--- config.mk ---
export PLATFORM = sky130hd
export DESIGN_NAME = mem_access_ctrl
export DESIGN_NICKNAME = d
export VERILOG_FILES = /design/src/rtl/mem_pkg.sv /design/src/rtl/load_ext.sv /design/src/rtl/mem_access_ctrl.sv
export SDC_FILE = /design/constraint.sdc
export NUM_CORES = 1
export LEC_CHECK = 0
export BUFFER_PORTS_ARGS = -buffer_cell sky130_fd_sc_hd__buf_4
export CAP_MARGIN = 20
export CORE_MARGIN = 10
export CORE_UTILIZATION = 45
export CTS_BUF_LIST = sky130_fd_sc_hd__clkbuf_16
export DETAILED_ROUTE_END_ITERATION = 8
export GPL_TIMING_DRIVEN = 0
export HOLD_SLACK_MARGIN = 0.05
export PLACE_DENSITY = 0.79
export SLEW_MARGIN = 25
export SYNTH_ARGS = -nofsm -noshare
export SYNTH_HDL_FRONTEND = slang
export SYNTH_SLANG_ARGS = --single-unit
--- constraint.sdc ---
create_clock -name clk -period 5.8 [get_ports clk]
set_input_delay 1.16 -clock clk [delete_from_list [all_inputs] [get_ports clk]]
set_output_delay 1.16 -clock clk [all_outputs]
set_load 0.02 [all_outputs]
--- src/rtl/mem_pkg.sv ---
// Shared types and helpers for the memory access controller: RAM modes,
// FSM state encoding, latched request payload and alignment/beat helpers.
package mem_pkg;

  localparam int unsigned ADDR_W = 12;
  localparam int unsigned DATA_W = 32;

  localparam logic [1:0] BYTE_MODE  = 2'b00;
  localparam logic [1:0] DBYTE_MODE = 2'b01;
  localparam logic [1:0] WORD_MODE  = 2'b10;
  localparam logic [1:0] BAD_MODE   = 2'b11;

  typedef enum logic [1:0] {
    IDLE   = 2'd0,
    ACCESS = 2'd1,
    DONE   = 2'd2
  } state_e;

  typedef struct packed {
    logic              we;
    logic [1:0]        size;
    logic              sign_ext;
    logic [ADDR_W-1:0] addr;
    logic [DATA_W-1:0] wdata;
  } req_t;

  function automatic logic is_aligned(input logic [1:0] size, input logic [1:0] addr_lo);
    case (size)
      BYTE_MODE:  return 1'b1;
      DBYTE_MODE: return ~addr_lo[0];
      WORD_MODE:  return (addr_lo == 2'b00);
      default:    return 1'b0;
    endcase
  endfunction

  // Index of the final beat: aligned accesses are one beat, split ones go byte by byte
  function automatic logic [1:0] last_beat(input logic [1:0] size, input logic [1:0] addr_lo);
    if (is_aligned(size, addr_lo)) return 2'd0;
    else if (size == DBYTE_MODE)   return 2'd1;
    else                           return 2'd3;
  endfunction

endpackage

--- src/rtl/load_ext.sv ---
// Sign/zero extension of an assembled load result according to access size.
module load_ext
  import mem_pkg::*;
(
  input  logic [DATA_W-1:0] data,
  input  logic [1:0]        size,
  input  logic              sign_ext,
  output logic [DATA_W-1:0] ext_c
);

  always_comb begin
    ext_c = data;
    case (size)
      BYTE_MODE:  ext_c = {{24{sign_ext & data[7]}}, data[7:0]};
      DBYTE_MODE: ext_c = {{16{sign_ext & data[15]}}, data[15:0]};
      default:    ext_c = data;
    endcase
  end

endmodule

--- src/rtl/mem_access_ctrl.sv ---
// CPU-side load/store controller: issues aligned accesses in one RAM beat and
// splits misaligned halfword/word accesses into little-endian byte beats.
module mem_access_ctrl
  import mem_pkg::*;
(
  input  logic              clk,
  input  logic              clr,
  input  logic              req,
  input  logic              we,
  input  logic [1:0]        size,
  input  logic              sign_ext,
  input  logic [ADDR_W-1:0] addr,
  input  logic [DATA_W-1:0] wdata,
  output logic              busy,
  output logic              done,
  output logic              err,
  output logic [DATA_W-1:0] rdata,
  output logic [ADDR_W-1:0] ram_addr,
  output logic [DATA_W-1:0] ram_din,
  output logic [1:0]        ram_mode,
  output logic              ram_we,
  input  logic [DATA_W-1:0] ram_dout
);

  state_e            state_q, state_d;
  req_t              req_q, req_d;
  logic [1:0]        k_q, k_d;
  logic [DATA_W-1:0] asm_q, asm_d;
  logic [DATA_W-1:0] ext_c;
  logic              aligned;

  logic              busy_q, busy_d;
  logic              done_q, done_d;
  logic              err_q, err_d;
  logic [DATA_W-1:0] rdata_q, rdata_d;
  logic [ADDR_W-1:0] ram_addr_q, ram_addr_d;
  logic [DATA_W-1:0] ram_din_q, ram_din_d;
  logic [1:0]        ram_mode_q, ram_mode_d;
  logic              ram_we_q, ram_we_d;

  assign aligned = is_aligned(req_q.size, req_q.addr[1:0]);

  always_ff @(posedge clk or posedge clr) begin
    if (clr) state_q <= IDLE;
    else     state_q <= state_d;
  end

  always_comb begin
    state_d = state_q;
    unique case (state_q)
      IDLE: begin
        if (req) state_d = (size == BAD_MODE) ? DONE : ACCESS;
      end
      ACCESS: begin
        if (k_q == last_beat(req_q.size, req_q.addr[1:0])) state_d = DONE;
      end
      DONE:    state_d = IDLE;
      default: state_d = IDLE;
    endcase
  end

  // Request latch, beat counter and load byte assembly
  always_comb begin
    req_d = req_q;
    k_d   = k_q;
    asm_d = asm_q;
    if (state_q == IDLE && req) begin
      req_d.we       = we;
      req_d.size     = size;
      req_d.sign_ext = sign_ext;
      req_d.addr     = addr;
      req_d.wdata    = wdata;
      k_d            = 2'd0;
      asm_d          = '0;
    end else if (state_q == ACCESS) begin
      k_d = k_q + 2'd1;
      if (aligned) asm_d = ram_dout;
      else         asm_d[{k_q, 3'b000} +: 8] = ram_dout[7:0];
    end
  end

  load_ext u_load_ext (
    .data     (asm_d),
    .size     (req_q.size),
    .sign_ext (req_q.sign_ext),
    .ext_c    (ext_c)
  );

  // Registered outputs; RAM drive is precomputed for the beat about to be active
  always_comb begin
    busy_d     = (state_d != IDLE);
    done_d     = (state_d == DONE);
    err_d      = (state_q == IDLE) && (state_d == DONE);
    rdata_d    = rdata_q;
    ram_addr_d = ram_addr_q;
    ram_din_d  = ram_din_q;
    ram_mode_d = ram_mode_q;
    ram_we_d   = 1'b0;
    if (state_q == ACCESS && state_d == DONE && !req_q.we) rdata_d = ext_c;
    if (state_d == ACCESS) begin
      if (is_aligned(req_d.size, req_d.addr[1:0])) begin
        ram_addr_d = req_d.addr;
        ram_mode_d = req_d.size;
        ram_din_d  = req_d.wdata;
      end else begin
        ram_addr_d = req_d.addr + ADDR_W'(k_d);
        ram_mode_d = BYTE_MODE;
        ram_din_d  = {24'b0, req_d.wdata[{k_d, 3'b000} +: 8]};
      end
      ram_we_d = req_d.we;
    end
  end

  always_ff @(posedge clk or posedge clr) begin
    if (clr) begin
      req_q      <= '0;
      k_q        <= 2'd0;
      asm_q      <= '0;
      busy_q     <= 1'b0;
      done_q     <= 1'b0;
      err_q      <= 1'b0;
      rdata_q    <= '0;
      ram_addr_q <= '0;
      ram_din_q  <= '0;
      ram_mode_q <= BYTE_MODE;
      ram_we_q   <= 1'b0;
    end else begin
      req_q      <= req_d;
      k_q        <= k_d;
      asm_q      <= asm_d;
      busy_q     <= busy_d;
      done_q     <= done_d;
      err_q      <= err_d;
      rdata_q    <= rdata_d;
      ram_addr_q <= ram_addr_d;
      ram_din_q  <= ram_din_d;
      ram_mode_q <= ram_mode_d;
      ram_we_q   <= ram_we_d;
    end
  end

  assign busy     = busy_q;
  assign done     = done_q;
  assign err      = err_q;
  assign rdata    = rdata_q;
  assign ram_addr = ram_addr_q;
  assign ram_din  = ram_din_q;
  assign ram_mode = ram_mode_q;
  assign ram_we   = ram_we_q;

endmodule

==> out/qor.csv <==
stage;metric;value;unit
pwr;total power;6.66;mW
drt;DR pass1 iterations;6;
synthesis;Cell Area, Synth;0.00826;mm^2
clock_tree;count of instances resized after the clock tree is built;0;
flow_run;Max-cap violations;0;
synthesis;post-synth cell types;70;
global_route;number of antenna violations at the first check in global routing;0;
clock_tree;later-pin clock latency in the skew report;0.44;ns
timing;part of the cycle the worst path needs;0.701;
die;Die Span X;156;um
setup_path;CP Launch Type;input pin;
timing;final number of setup-violating endpoints;0;
timing;final setup TNS;0;ns
die;DIE AREA;0.0242;mm^2
clock_tree;buffers inserted during post-CTS setup optimization;0;
clock_tree;quantity of hold-fixing buffers added after cts;0;
clock_tree;register clock-pin slew on the reported worst setup and hold paths;0.07;ns
clock_tree;TritonCTS clock tree;done;
drt;detailed-route wire length;25.9;mm
global_route;GR met2 Demand/Resource;0.327;
clock_tree;deepest level of the CTS H-tree;4;
synthesis;Synth Instances;803;
timing;peak clock frequency supported by timing;0.246;GHz
cells_and_area;multi-input logic area;0.00369;mm^2
synthesis;Post-Synthesis Net Count;894;
cells_and_area;Total Nets Final;1078;
placed_design;instance area after placement;0.00982;mm^2
setup_path;WS Path Type;input pin to flip-flop;
die;row count;49;
die;initial standard-cell utilization of the core;0.458;
drt;final antenna-violating net count;0;
setup_path;biggest fanout along the worst timing path;11;
global_route;largest net degree at the start of global routing;100;
global_route;total global routing track utilization;0.210;
die;die outline height;156;um
placed_design;final weighted congestion in routability-driven placement;0.907;
synthesis;number of warning messages in the yosys log;0;
timing;number of pins with negative max-slew slack in the final report;0;
pwr;cell leakage power;5.16;nW
die;floorplan core area;0.0180;mm^2
setup_path;series of cell instances along the critical path;buf_4, o21bai_1, mux2i_1, inv_1, clkbuf_1, ha_1, inv_1, fa_1, a211o_1, a211oi_1, xnor2_1, mux2_2;
synthesis;Async SR Flop Fraction;1.00;
setup_path;cell type with the highest occurrence count on the critical path;sky130_fd_sc_hd__inv_1;
global_route;first-pass GRT wire length;40.7;mm
cells_and_area;fin util;0.576;
timing;final worst clock skew;0.0104;ns
global_route;met1 routing resource usage after global routing;0.267;
cells_and_area;diode insertion count for antenna repair;0;
cells_and_area;share of post-route cells with drive strength above 1;0.276;
die;number of I/O pins;165;
drt;DRC Markers;0;
synthesis;Most used DFF post-synth;sky130_fd_sc_hd__dfrtp_1;
clock_tree;clock root buffer master;sky130_fd_sc_hd__clkbuf_16;
drt;Routed wire per std cell;21.1;um
drt;vias after detailed routing;7345;
cells_and_area;layout filler cell count;1558;
timing;Max-slew headroom;0.392;
clock_tree;Sink Count;166;
cells_and_area;Final Instance Area;0.0104;mm^2
synthesis;Synth Area per Inst;10.3;um^2
timing;unrepaired setup endpoints after global routing;false;
global_route;number of global-route vias before repair;7363;
cells_and_area;Layout Area Growth over Synthesis;25.7;%
setup_path;kind of capture point of the worst setup path;flip-flop;
global_route;global route total overflow;0;
placed_design;DPL Wire Length;18.8;mm
setup_path;largest stage delay on the critical path;0.55;ns
setup_path;Required @ worst endpoint;6.12;ns
clock_tree;TritonCTS buffer count;17;
setup_path;endpoint arrival time on the critical path;4.38;ns
cells_and_area;register area;0.00415;mm^2
global_route;met3 Track Usage GR;0.0805;
drt;Avg Vias per Cell;5.98;
clock_tree;worst-case clock buffer depth;2;
timing;slew of the pin with the lowest slew margin;0.912;ns
setup_path;Worst path slowest cell;sky130_fd_sc_hd__clkbuf_1;
synthesis;post-synthesis sequential element count;166;
placed_design;number of I/O port buffers;164;
timing;crit path time final;4.06;ns
synthesis;sequential fraction of the synthesis area;0.503;
status;run status;finished clean;
pwr;power per unit of standard cell area;641;mW/mm^2
drt;number of DRC markers in iteration 0;863;
pwr;worst ir drop on vdd;0.406;mV
timing;number of hold violations in the final report;0;
min_path;kind of path behind the tightest hold check;flip-flop to flip-flop;
synthesis;Post-synth EDFFs;0;
global_route;busiest layer in global routing;met2;
[metrics by stage]
step	instances	setup WS [ns]	hold WS (ns)
5_1_grt	1229	1.54	0.501
4_1_cts	1229	1.76	0.481
3_3_place_gp	1196	-1.71	0.456
6_report	1229	1.74	0.486
2_1_floorplan	803	0.150	0.442
3_5_place_dp	1197	1.29	0.464
[path summary, 6_finish.rpt]
check	from	to	slack, ns	cells after the start
max	req	ram_addr[8]	1.74	12
min	rdata[4]	rdata[4]	0.49	1
max reg2reg	state_q[1]	ram_addr[8]	1.94	12
min reg2reg	rdata[4]	rdata[4]	0.49	1
max in group asynchronous	clr	req_q[33]	4.20	3
min in group asynchronous	clr	rdata[21]	0.76	2
[placed cells by master, fill, tap and decap left out, drive strengths merged, types with 3 or more instances in the layout]
cell,synthesis,routed
a31oi,18,18
a211o,3,3
o22ai,8,8
mux2i,32,32
and2,4,4
a21oi,61,61
o2bb2ai,4,4
a31o,5,5
clkinv,0,4
a211oi,13,13
nand4,4,4
a22o,3,3
o311ai,10,10
mux2,39,39
nor2,34,34
ha,7,7
a2bb2oi,9,9
a21o,5,5
o31a,11,11
nor3b,4,4
buf,26,191
nand2,104,104
o211ai,6,6
nand3b,3,3
clkbuf,25,42
dfrtp,166,166
o31ai,9,9
xnor2,6,6
inv,36,45
or4,3,3
or3,6,6
a311oi,3,3
or2,7,7
nand3,38,38
nor3,11,11
and3,39,39
o21ai,16,16
[area by class of cell]
cell class	count	share of cell area
Sequential cell	166	0.400
Multi-Input combinational cell	550	0.356
Timing Repair Buffer	165	0.121
Clock buffer	17	0.0409
Tap cell	229	0.0276
Buffer	51	0.0270
Clock inverter	15	0.0142
Inverter	36	0.0137
[cells in the mapped netlist, types with 3 or more instances]
cell | n | area, um^2
sky130_fd_sc_hd__nand3_1 | 38 | 190
sky130_fd_sc_hd__o22ai_1 | 8 | 50.1
sky130_fd_sc_hd__buf_6 | 8 | 90.1
sky130_fd_sc_hd__a211o_1 | 3 | 26.3
sky130_fd_sc_hd__o21ai_0 | 14 | 70.1
sky130_fd_sc_hd__a2bb2oi_1 | 9 | 78.8
sky130_fd_sc_hd__o31a_1 | 11 | 96.3
sky130_fd_sc_hd__o211ai_1 | 6 | 45.0
sky130_fd_sc_hd__mux2_1 | 7 | 78.8
sky130_fd_sc_hd__buf_4 | 3 | 22.5
sky130_fd_sc_hd__nand4_1 | 4 | 25.0
sky130_fd_sc_hd__mux2i_1 | 32 | 320
sky130_fd_sc_hd__a211oi_1 | 13 | 97.6
sky130_fd_sc_hd__nor2_1 | 33 | 124
sky130_fd_sc_hd__a31oi_1 | 18 | 113
sky130_fd_sc_hd__or2_2 | 7 | 43.8
sky130_fd_sc_hd__nor3b_1 | 3 | 22.5
sky130_fd_sc_hd__and2_1 | 3 | 18.8
sky130_fd_sc_hd__nand3b_1 | 3 | 22.5
sky130_fd_sc_hd__inv_1 | 35 | 131
sky130_fd_sc_hd__o311ai_0 | 10 | 87.6
sky130_fd_sc_hd__o31ai_1 | 9 | 67.6
sky130_fd_sc_hd__buf_2 | 13 | 65.1
sky130_fd_sc_hd__mux2_4 | 20 | 300
sky130_fd_sc_hd__a31o_2 | 5 | 43.8
sky130_fd_sc_hd__nor3_1 | 10 | 50.1
sky130_fd_sc_hd__ha_1 | 7 | 87.6
sky130_fd_sc_hd__a22o_1 | 3 | 26.3
sky130_fd_sc_hd__clkbuf_1 | 24 | 90.1
sky130_fd_sc_hd__a21oi_1 | 60 | 300
sky130_fd_sc_hd__dfrtp_1 | 166 | 4150
sky130_fd_sc_hd__or3_1 | 6 | 37.5
sky130_fd_sc_hd__xnor2_1 | 6 | 52.6
sky130_fd_sc_hd__a21o_1 | 5 | 37.5
sky130_fd_sc_hd__a311oi_1 | 3 | 26.3
sky130_fd_sc_hd__and3_1 | 39 | 244
sky130_fd_sc_hd__o2bb2ai_1 | 4 | 35.0
sky130_fd_sc_hd__mux2_2 | 12 | 135
sky130_fd_sc_hd__nand2_1 | 104 | 390
[sequential cells by signal, indices dropped and copies added, names as in the netlist, 2 cells and up]
name,count
req_q,48
ram_din,32
k_q,2
ram_addr,12
rdata,32
asm_q,32
state_q,2
ram_mode,2
[critical path, delay by kind of cell]
kind,cells,cell delay (ns)
buffers and inverters,4,0.99
AO/OA/AOI/OAI,3,0.83
adder cells (fa/ha/maj),2,0.71
multiplexers,2,0.59
XOR/XNOR,1,0.10
[metal layers]
layer	vias to the layer above	wire length, um
li1	3270	-
met1	3572	10500
met2	434	11700
met3	69	3100
met4	0	614
met5	-	0
[where the power goes]
part / internal [mW] / switching [mW] / total (mW)
clock network: 0.603 / 0.511 / 1.11
logic: 1.41 / 2.20 / 3.61
registers: 1.68 / 0.253 / 1.93
total: 3.70 / 2.96 / 6.66
[cells by family after synthesis]
logic type	after synthesis	synth area share
compound gates	196	0.164
simple gates	267	0.161
mux	71	0.101
flops	166	0.503
xor+xnor	8	0.00848
fa+ha+maj	8	0.0130
buf+inv	87	0.0503
(Power assumes the default switching activity.)
